`config.mk`:
```
export PLATFORM = sky130hd
export DESIGN_NAME = branch_predictor_flat
export DESIGN_NICKNAME = d
export VERILOG_FILES = /design/src/rtl/branch_predictor_if.sv /design/src/rtl/branch_predictor.sv /design/src/flat_wrapper.sv
export SDC_FILE = /design/constraint.sdc
export NUM_CORES = 2
export LEC_CHECK = 0
export ABC_CLOCK_PERIOD_IN_PS = 10260
export BUFFER_PORTS_ARGS = -buffer_cell sky130_fd_sc_hd__buf_2
export CORE_ASPECT_RATIO = 0.9
export CORE_UTILIZATION = 35
export CTS_CLUSTER_SIZE = 20
export DETAILED_ROUTE_END_ITERATION = 6
export GPL_TIMING_DRIVEN = 0
export MAX_ROUTING_LAYER = met4
export PLACE_DENSITY_LB_ADDON = 0.12
export SLEW_MARGIN = 20
export SYNTH_ARGS = -nofsm -noshare
export SYNTH_HDL_FRONTEND = slang
export SYNTH_SLANG_ARGS = --single-unit
```
`constraint.sdc`:
```
create_clock -name clk -period 10.26 [get_ports clk]
set_clock_uncertainty 0.05 [all_clocks]
set_input_delay 2.052 -clock clk [delete_from_list [all_inputs] [get_ports clk]]
set_output_delay 2.052 -clock clk [all_outputs]
set_load 0.02 [all_outputs]
```
`src/rtl/branch_predictor_if.sv`:
```
// Fetch/execute-side bus of the branch predictor: lookup, resolution and statistics.
interface branch_predictor_if #(
  parameter int XLEN = 32
);
  logic [XLEN-1:0] fetch_pc;
  logic            predict_taken;
  logic [XLEN-1:0] predict_target;
  logic            update_valid;
  logic [XLEN-1:0] update_pc;
  logic            update_taken;
  logic [XLEN-1:0] update_target;
  logic            update_pred_taken;
  logic [XLEN-1:0] update_pred_target;
  logic            mispredict;
  logic [31:0]     branch_count;
  logic [31:0]     mispredict_count;

  // Pipeline side: presents fetch PC and resolved branches, consumes predictions.
  modport master (
    output fetch_pc, update_valid, update_pc, update_taken, update_target,
           update_pred_taken, update_pred_target,
    input  predict_taken, predict_target, mispredict, branch_count, mispredict_count
  );

  // Predictor side.
  modport slave (
    input  fetch_pc, update_valid, update_pc, update_taken, update_target,
           update_pred_taken, update_pred_target,
    output predict_taken, predict_target, mispredict, branch_count, mispredict_count
  );
endinterface

```
`src/rtl/branch_predictor.sv`:
```
// Direct-mapped 2-bit saturating-counter direction predictor with branch target buffer.
// Lookup is zero-latency; resolution updates the table at the rising edge and
// flags mispredictions combinationally. Table is held in flops so reset clears it in one cycle.
module branch_predictor #(
  parameter int XLEN       = 32,
  parameter int INDEX_BITS = 4,
  parameter int TAG_BITS   = XLEN - INDEX_BITS - 2
) (
  input logic               clk,
  input logic               reset,
  branch_predictor_if.slave bus
);
  localparam int unsigned ENTRIES = 1 << INDEX_BITS;

  logic                valid_q  [ENTRIES];
  logic [TAG_BITS-1:0] tag_q    [ENTRIES];
  logic [1:0]          ctr_q    [ENTRIES];
  logic [XLEN-1:0]     target_q [ENTRIES];

  logic [31:0] branch_count_q;
  logic [31:0] mispredict_count_q;

  logic [INDEX_BITS-1:0] f_idx;
  logic [TAG_BITS-1:0]   f_tag;
  logic                  f_hit;
  logic [INDEX_BITS-1:0] u_idx;
  logic [TAG_BITS-1:0]   u_tag;
  logic                  u_hit;
  logic [XLEN-1:0]       resolved_next;
  logic                  mispredict;

  // Fetch lookup; reset masks the hit so outputs reflect the cleared table immediately.
  always_comb begin
    f_idx              = bus.fetch_pc[INDEX_BITS+1:2];
    f_tag              = bus.fetch_pc[XLEN-1:INDEX_BITS+2];
    f_hit              = !reset && valid_q[f_idx] && (tag_q[f_idx] == f_tag);
    bus.predict_taken  = f_hit && ctr_q[f_idx][1];
    bus.predict_target = (f_hit && ctr_q[f_idx][1]) ? target_q[f_idx]
                                                    : bus.fetch_pc + XLEN'(4);
  end

  // Resolution: table hit for the resolving branch and next-PC mismatch detection.
  always_comb begin
    u_idx         = bus.update_pc[INDEX_BITS+1:2];
    u_tag         = bus.update_pc[XLEN-1:INDEX_BITS+2];
    u_hit         = valid_q[u_idx] && (tag_q[u_idx] == u_tag);
    resolved_next = bus.update_taken ? bus.update_target : bus.update_pc + XLEN'(4);
    mispredict    = bus.update_valid &&
                    ((bus.update_taken != bus.update_pred_taken) ||
                     (resolved_next != bus.update_pred_target));
  end

  assign bus.mispredict       = mispredict;
  assign bus.branch_count     = branch_count_q;
  assign bus.mispredict_count = mispredict_count_q;

  // Table training: hits move the counter, taken misses allocate, not-taken misses are dropped.
  always_ff @(posedge clk) begin
    if (reset) begin
      valid_q  <= '{default: 1'b0};
      tag_q    <= '{default: '0};
      ctr_q    <= '{default: 2'b01};
      target_q <= '{default: '0};
    end else if (bus.update_valid) begin
      if (u_hit) begin
        if (bus.update_taken) begin
          if (ctr_q[u_idx] != 2'b11) ctr_q[u_idx] <= ctr_q[u_idx] + 2'b01;
          target_q[u_idx] <= bus.update_target;
        end else if (ctr_q[u_idx] != 2'b00) begin
          ctr_q[u_idx] <= ctr_q[u_idx] - 2'b01;
        end
      end else if (bus.update_taken) begin
        valid_q[u_idx]  <= 1'b1;
        tag_q[u_idx]    <= u_tag;
        ctr_q[u_idx]    <= 2'b10;
        target_q[u_idx] <= bus.update_target;
      end
    end
  end

  // Saturating statistics counters.
  always_ff @(posedge clk) begin
    if (reset) begin
      branch_count_q     <= '0;
      mispredict_count_q <= '0;
    end else begin
      if (bus.update_valid && (branch_count_q != '1))
        branch_count_q <= branch_count_q + 32'd1;
      if (mispredict && (mispredict_count_q != '1))
        mispredict_count_q <= mispredict_count_q + 32'd1;
    end
  end
endmodule

```
`src/flat_wrapper.sv`:
```
// flat-port wrapper written by rule: the top's interface ports become plain ports
module branch_predictor_flat 
#(
  parameter int XLEN       = 32,
  parameter int INDEX_BITS = 4,
  parameter int TAG_BITS   = XLEN - INDEX_BITS - 2
)
  (clk, reset, bus_fetch_pc, bus_update_valid, bus_update_pc, bus_update_taken, bus_update_target, bus_update_pred_taken, bus_update_pred_target, bus_predict_taken, bus_predict_target, bus_mispredict, bus_branch_count, bus_mispredict_count);
  branch_predictor_if #(.XLEN(XLEN)) bus_i ();
  input logic clk;
  input logic reset;
  input wire logic [$bits(bus_i.fetch_pc)-1:0] bus_fetch_pc;
  input wire logic [$bits(bus_i.update_valid)-1:0] bus_update_valid;
  input wire logic [$bits(bus_i.update_pc)-1:0] bus_update_pc;
  input wire logic [$bits(bus_i.update_taken)-1:0] bus_update_taken;
  input wire logic [$bits(bus_i.update_target)-1:0] bus_update_target;
  input wire logic [$bits(bus_i.update_pred_taken)-1:0] bus_update_pred_taken;
  input wire logic [$bits(bus_i.update_pred_target)-1:0] bus_update_pred_target;
  output wire logic [$bits(bus_i.predict_taken)-1:0] bus_predict_taken;
  output wire logic [$bits(bus_i.predict_target)-1:0] bus_predict_target;
  output wire logic [$bits(bus_i.mispredict)-1:0] bus_mispredict;
  output wire logic [$bits(bus_i.branch_count)-1:0] bus_branch_count;
  output wire logic [$bits(bus_i.mispredict_count)-1:0] bus_mispredict_count;
  assign bus_i.fetch_pc = bus_fetch_pc;
  assign bus_i.update_valid = bus_update_valid;
  assign bus_i.update_pc = bus_update_pc;
  assign bus_i.update_taken = bus_update_taken;
  assign bus_i.update_target = bus_update_target;
  assign bus_i.update_pred_taken = bus_update_pred_taken;
  assign bus_i.update_pred_target = bus_update_pred_target;
  assign bus_predict_taken = bus_i.predict_taken;
  assign bus_predict_target = bus_i.predict_target;
  assign bus_mispredict = bus_i.mispredict;
  assign bus_branch_count = bus_i.branch_count;
  assign bus_mispredict_count = bus_i.mispredict_count;
  branch_predictor #(.XLEN(XLEN), .INDEX_BITS(INDEX_BITS), .TAG_BITS(TAG_BITS)) u_core (.clk(clk), .reset(reset), .bus(bus_i));
endmodule
```
# --- Word level (Yosys, flattened, before mapping) ---
# Index checks and enable logic that the tools add are counted.
word_totals:
  reg_bits: 1040
  latch_bits: 0
  mem_bits_rw: 0
  romBits: 0
  input_bits: 133
  memories: 0
op_classes:
  add_sub_neg: 6
  mul: 0
  n_div: 0
  magnitude_cmp: 3
  eq_ne: 8
  shifts: 0
  n_mux: 40
  bitwise: 7
  reduce_logical: 16
op_table:
  columns: ["op", "count"]
  rows:
  - ["bitwise mux 512 bit", 1]
  - ["bitwise mux 416 bit", 1]
  - ["2-to-1 mux 32 bit", 10]
  - ["binary-select mux 26 bit (select 4 bit)", 2]
  - ["2-to-1 mux 26 bit", 5]
  - ["binary-select mux 32 bit (select 4 bit)", 1]
  - ["demux 32 bit (select 4 bit)", 1]
  - ["demux 26 bit (select 4 bit)", 1]
  - ["adder 32 x 1 -> 32 bit, second input constant", 2]
  - ["adder 32 x 3 -> 32 bit, second input constant", 2]
  - ["bitwise mux 32 bit", 2]
  - ["!= test 32 bit, second input constant", 2]
  - ["equality test 26 bit", 2]
  - ["!= test 32 bit", 1]
  - ["bitwise OR 16 bit", 2]
  - ["AND 16 bit", 1]
  - ["binary-select mux 2 bit (select 4 bit)", 2]
  - ["NOT 16 bit", 1]
  - [">= comparator 5 bit, second input constant", 2]
  - ["2-to-1 mux 2 bit", 5]
  - ["NOT 4 -> 5 bit", 2]
  - ["binary-select mux 1 bit (select 4 bit)", 2]
  - ["demux 2 bit (select 4 bit)", 1]
  - ["logical AND 1 bit", 8]
  - ["15 further kinds", 21]

# --- Depth between registers and ports, before layout ---
depth:
  depth_word: 9
  mapped_depth: 17
  depth_no_buf: 10

# --- Least setup slack after synthesis ---
# No wires, ideal clock.
synth_path:
  kind: "input to output"
  start: "in bus_fetch_pc[2]"
  end: "out bus_predict_target[2]"
  arrival_time_ns: 5.649
  required_ns: 8.158
  path_slack_ns: 2.509
  path_stages: 11
  cell_sequence: "clkbuf_1 > buf_1 > mux4_2 > mux4_2 > xnor2_1 > o211ai_1 > nor4_1 > and4_1 > buf_2 > clkbuf_1 > mux2i_1"
synth_via:
  elab_chain_len: 8
synth_rtl:
  columns: ["element", "line_no", "rtl"]
  rows:
  - ["from (decl)", "flat_wrapper.sv:12", "input wire logic [$bits(bus_i.fetch_pc)-1:0] bus_fetch_pc;"]
  - ["NOT 4 -> 5 bit *", null, null]
  - ["binary-select mux 26 bit (select 4 bit) or binary-select mux 1 bit (select 4 bit) (tied branches)", "branch_predictor.sv:36", "f_hit = !reset && valid_q[f_idx] && (tag_q[f_idx] == f_tag);"]
  - ["2-to-1 mux 26 bit (not written as such) or 2-to-1 mux 1 bit (tied branches) (2 in series)", "branch_predictor.sv:36", null]
  - ["equality test 26 bit or logical AND 1 bit (tied branches)", "branch_predictor.sv:36", null]
  - ["logical AND 1 bit", "branch_predictor.sv:36", null]
  - ["logical AND 1 bit *", null, null]
  - ["via bus_predict_taken", "flat_wrapper.sv:19", "output wire logic [$bits(bus_i.predict_taken)-1:0] bus_predict_taken;"]
  - ["2-to-1 mux 32 bit *", "branch_predictor.sv:38", "bus.predict_target = (f_hit && ctr_q[f_idx][1]) ? target_q[f_idx]"]
  - ["to (decl)", "flat_wrapper.sv:20", "output wire logic [$bits(bus_i.predict_target)-1:0] bus_predict_target;"]
# Mark *: on every way through the listed nets, which the timed path passes. The rest lies on a longest branch. The select of a mux whose other input is x is not followed.

# --- Worst setup path in the final report ---
layout_path:
  start: "in bus_fetch_pc[3]"
  end: "out bus_predict_target[22]"
layout_via:
  elab_chain_len: 8
layout_rtl:
  columns: ["element", "line_no"]
  rows:
  - ["NOT 4 -> 5 bit (not written as such)", "branch_predictor.sv:36, branch_predictor.sv:38"]
  - ["binary-select mux 26 bit (select 4 bit) or binary-select mux 1 bit (select 4 bit) (tied branches)", "branch_predictor.sv:36"]
  - ["2-to-1 mux 26 bit (not written as such) or 2-to-1 mux 1 bit (tied branches) (2 in series)", "branch_predictor.sv:36"]
  - ["equality test 26 bit or logical AND 1 bit (tied branches)", "branch_predictor.sv:36"]
  - ["logical AND 1 bit", "branch_predictor.sv:36"]
  - ["logical AND 1 bit", "branch_predictor.sv:38"]
  - ["2-to-1 mux 32 bit *", "branch_predictor.sv:38"]
# Mark *: on every way between the ends. The rest lies on a longest branch, timed or not. The select of a mux whose other input is x is not followed.

==> run metrics <==
result of the run complete, but fails checks; failing checks design-rule violations; top flip-flop cell by instance count after synthesis dfxtp_1; top cells by area in the synthesized netlist dfxtp_1, mux4_2, a21oi_1, nand2_1, nand3_1; vias in the first global route 47,800; area share of and/or/nand/nor cells after synthesis 16.5%; CP Class input pin to output pin; post-layout util 40.5%; number of distinct standard cells referenced by the synthesized netlist 75; number of nets in the layout 6,429; kind of start point of the critical path input pin; total vias in the final route 52,600; growth of design area from synthesis to finish 14.5%; critical path launch point bus_fetch_pc[3]; startpoint of the worst register-to-register path u_core.tag_q[17]; final RePlAce weighted congestion 1.05; standard-cell row count 134; post-synthesis mux area share 19.5%; syn avg cell area 8.79 um2; post-layout total power 9570 uW; total CTS buffers 118; actual slew at the worst max-slew pin 1.28 ns; switching power 2640 uW; clock network fraction of design power 48.0%; final critical-path share of the clock period 99.7%; Crit Path Max Fanout 10; type of element capturing the critical path output pin; dominant combinational cell family by area after synthesis multiplexers; number of cells produced by synthesis 5,973; slowest stage delay, CP 0.96 ns; part of the total power dissipated in combinational logic 9.3%; post-synth net total 6,115; share of final-layout standard cells stronger than drive strength 1 15.8%; initial antenna violation count 20; Core Region 0.149 mm2; number of enable flip-flop cells after synthesis 0; gr usage total 38.4%; 1st-iter DRT viols 7,616; initial standard-cell utilization of the core 35.4%; Critical Path AT 8.12 ns; count of yosys warnings during synthesis 0; setup repair bufs after CTS 0; number of design rule violations left after detail routing 12; cells along the critical path buf_2 > clkbuf_1 > clkbuf_1 > buf_2 > clkbuf_1 > clkbuf_1 > clkbuf_1 > mux4_2 > mux4_2 > mux2_2 > buf_2; Synth Area in XOR/XNOR 2.70%; CTS tree yes; largest net degree at the start of global routing 17; clock transition at the registers of the reported paths 0.06 ns; die span in y 369 um; pwr dens 159 mW/mm2; Sw Ratio 27.6%; CTS Root Buffer Type clkbuf_16; Sum Neg Setup Slack 0 ns; adder-cell share of the synthesized area 0.214%; RSZ-0062 raised after global routing false; worst min-delay path category flop to flop; DR vias/cell 6.29; total of flip-flops plus latches after synthesis 1,040; number of detailed-route iterations in the first pass 7; Placed Instance Area 0.0561 mm2; VDD IR max 0.134 mV; final design instance area without fill 0.0601 mm2; fin crit period 10.23 ns; later-pin clock latency in the skew report 0.81 ns; hold violation total from the final report 0; CTS-repair resized insts 0; port bufs 190; Pleak 0.0194 uW; total wire length 291,000 um; internal portion of total power 6930 uW; Slew Limit Fails 0; mapped cell area 0.0525 mm2; post-synth top area cell dfxtp_1; wire length of the first global-routing pass 394,000 um; Flop pwr share 42.7%; global route total overflow 0; top-level port count 231; H-tree depth reported by CTS 3; post-route worst hold slack 0.402 ns; clock sink count 1,040; peak clock frequency supported by timing 0.0978 GHz; final setup violation count 0; HPWL after DPL 220,000 um; Yosys top cell area share 39.6%; count of hold buffers inserted by post-cts repair 0; Most common cell on crit path clkbuf_1; Horiz. Die Dim 410 um; launch point of the worst hold path u_core.target_q[179]; clk buf depth 3; full die area 0.152 mm2; WP data required 8.16 ns; Antenna Violating Nets Remaining 0; WL/cell 34.8 um; share of the synthesized area in compound gates (AO/OA/AOI/OAI) 15.9%; relative max-transition margin 14.5%; sequential cell area fraction in the yosys report 39.6%; proportion of register bits with asynchronous set or reset after synthesis 0%; number of violations of the max-capacitance limit 0; CP max stage cell clkbuf_1
[layout make-up]
type / instances / area [um2]
plain buffers: 667 / 2810
inverters: 35 / 131
clock inverters: 38 / 582
repair buffers: 194 / 1020
multi-input cells: 4231 / 28800
flip-flops and latches: 1040 / 20800
well taps: 1972 / 2470
fillers: 15300 / 88400
clock buffers: 176 / 3440
diodes: 10 / 25.0
[cells by family (layout without fill, tap and decap cells)]
kind of cell / count (synthesis) / in the layout
and+or+nand+nor: 1982 / 1982
AOI/OAI and AO/OA: 1560 / 1560
DFF: 1040 / 1040
buffers and inverters: 702 / 1110
muxes: 518 / 518
xor gates and xnor gates: 162 / 162
adders and majority gates: 9 / 9
other: 0 / 10
[layer usage]
metal,vias to the layer above,part of all wire (%),wire [um],track usage [%]
met5,-,0,0,-
met4,0,7.2,20900,22.4
met3,754,11,32600,9.97
met2,3411,42,122000,54.6
met1,26500,39,115000,48.9
li1,21900,-,-,-
[layout by cell type (no fill, tap or decap), drive strengths merged, types with 6 or more instances in the layout]
master / instances
a32oi: 19
o211ai: 11
nor2b: 26
a211oi: 17
nor3: 26
nor3b: 6
and4: 15
o21ai: 444
nand2b: 10
buf: 391
a22oi: 13
clkinv: 20
nor4: 31
xor2: 49
inv: 39
nor2: 143
dfxtp: 1040
clkbuf: 646
diode: 10
or4: 18
or3: 9
xnor2: 113
a22o: 7
mux2: 46
mux4: 400
nand2: 1135
and3: 33
o31ai: 17
a21oi: 977
and2: 9
ha: 9
bufinv: 13
nand4: 34
mux2i: 72
nand3: 479
[synth_stat cells, types with 15 or more instances]
master    instances
and3_1           33
xor2_1           49
mux4_2          400
a211oi_1         17
nor4_1           30
xnor2_1         113
clkbuf_1        468
dfxtp_1        1040
nor2b_1          26
buf_2           107
o21ai_0         444
mux2_2           39
inv_1            33
mux2i_1          72
o31ai_1          17
buf_1            70
nand2_1        1135
a21oi_1         977
nor2_1          142
or4_1            18
nand3_1         478
nand4_1          34
nor3_1           26
and4_1           15
[critical path, delay by kind of cell]
family	cells	cell delay, ns
multiplexers	3	1.47
buffers and inverters	8	4.56
[state kept, by name, indices dropped and copies added, names as in the netlist]
register,cells
u_core.ctr_q,32
u_core.bus.mispredict_count,32
u_core.tag_q,416
u_core.bus.branch_count,32
u_core.target_q,512
u_core.valid_q,16
[final timing paths]
| kind | slack, ns | cells after the start | to |
|---|---|---|---|
| max | 0.03 | 11 | bus_predict_target[22] |
| min | 0.40 | 2 | u_core.target_q[179] |
| max reg2reg | 4.83 | 11 | u_core.tag_q[59] |
| min reg2reg | 0.40 | 2 | u_core.target_q[179] |
[power groups by stage]
stage	registers (uW)	clock network (uW)	logic (uW)
floorplan	4170	0	438
global placement	4180	0	847
detailed placement	4180	0	851
CTS	4090	4580	854
global route	4090	4750	894
finish	4090	4590	891
[through the flow]
step           std cells  setup slack [ns]
4_1_cts             8352             0.318
2_1_floorplan       5973              2.51
6_report            8363            0.0337
3_5_place_dp        8138             0.316
3_3_place_gp        8135            0.0430
5_1_grt             8358            0.0401
Power figures use the tool's default switching activity.
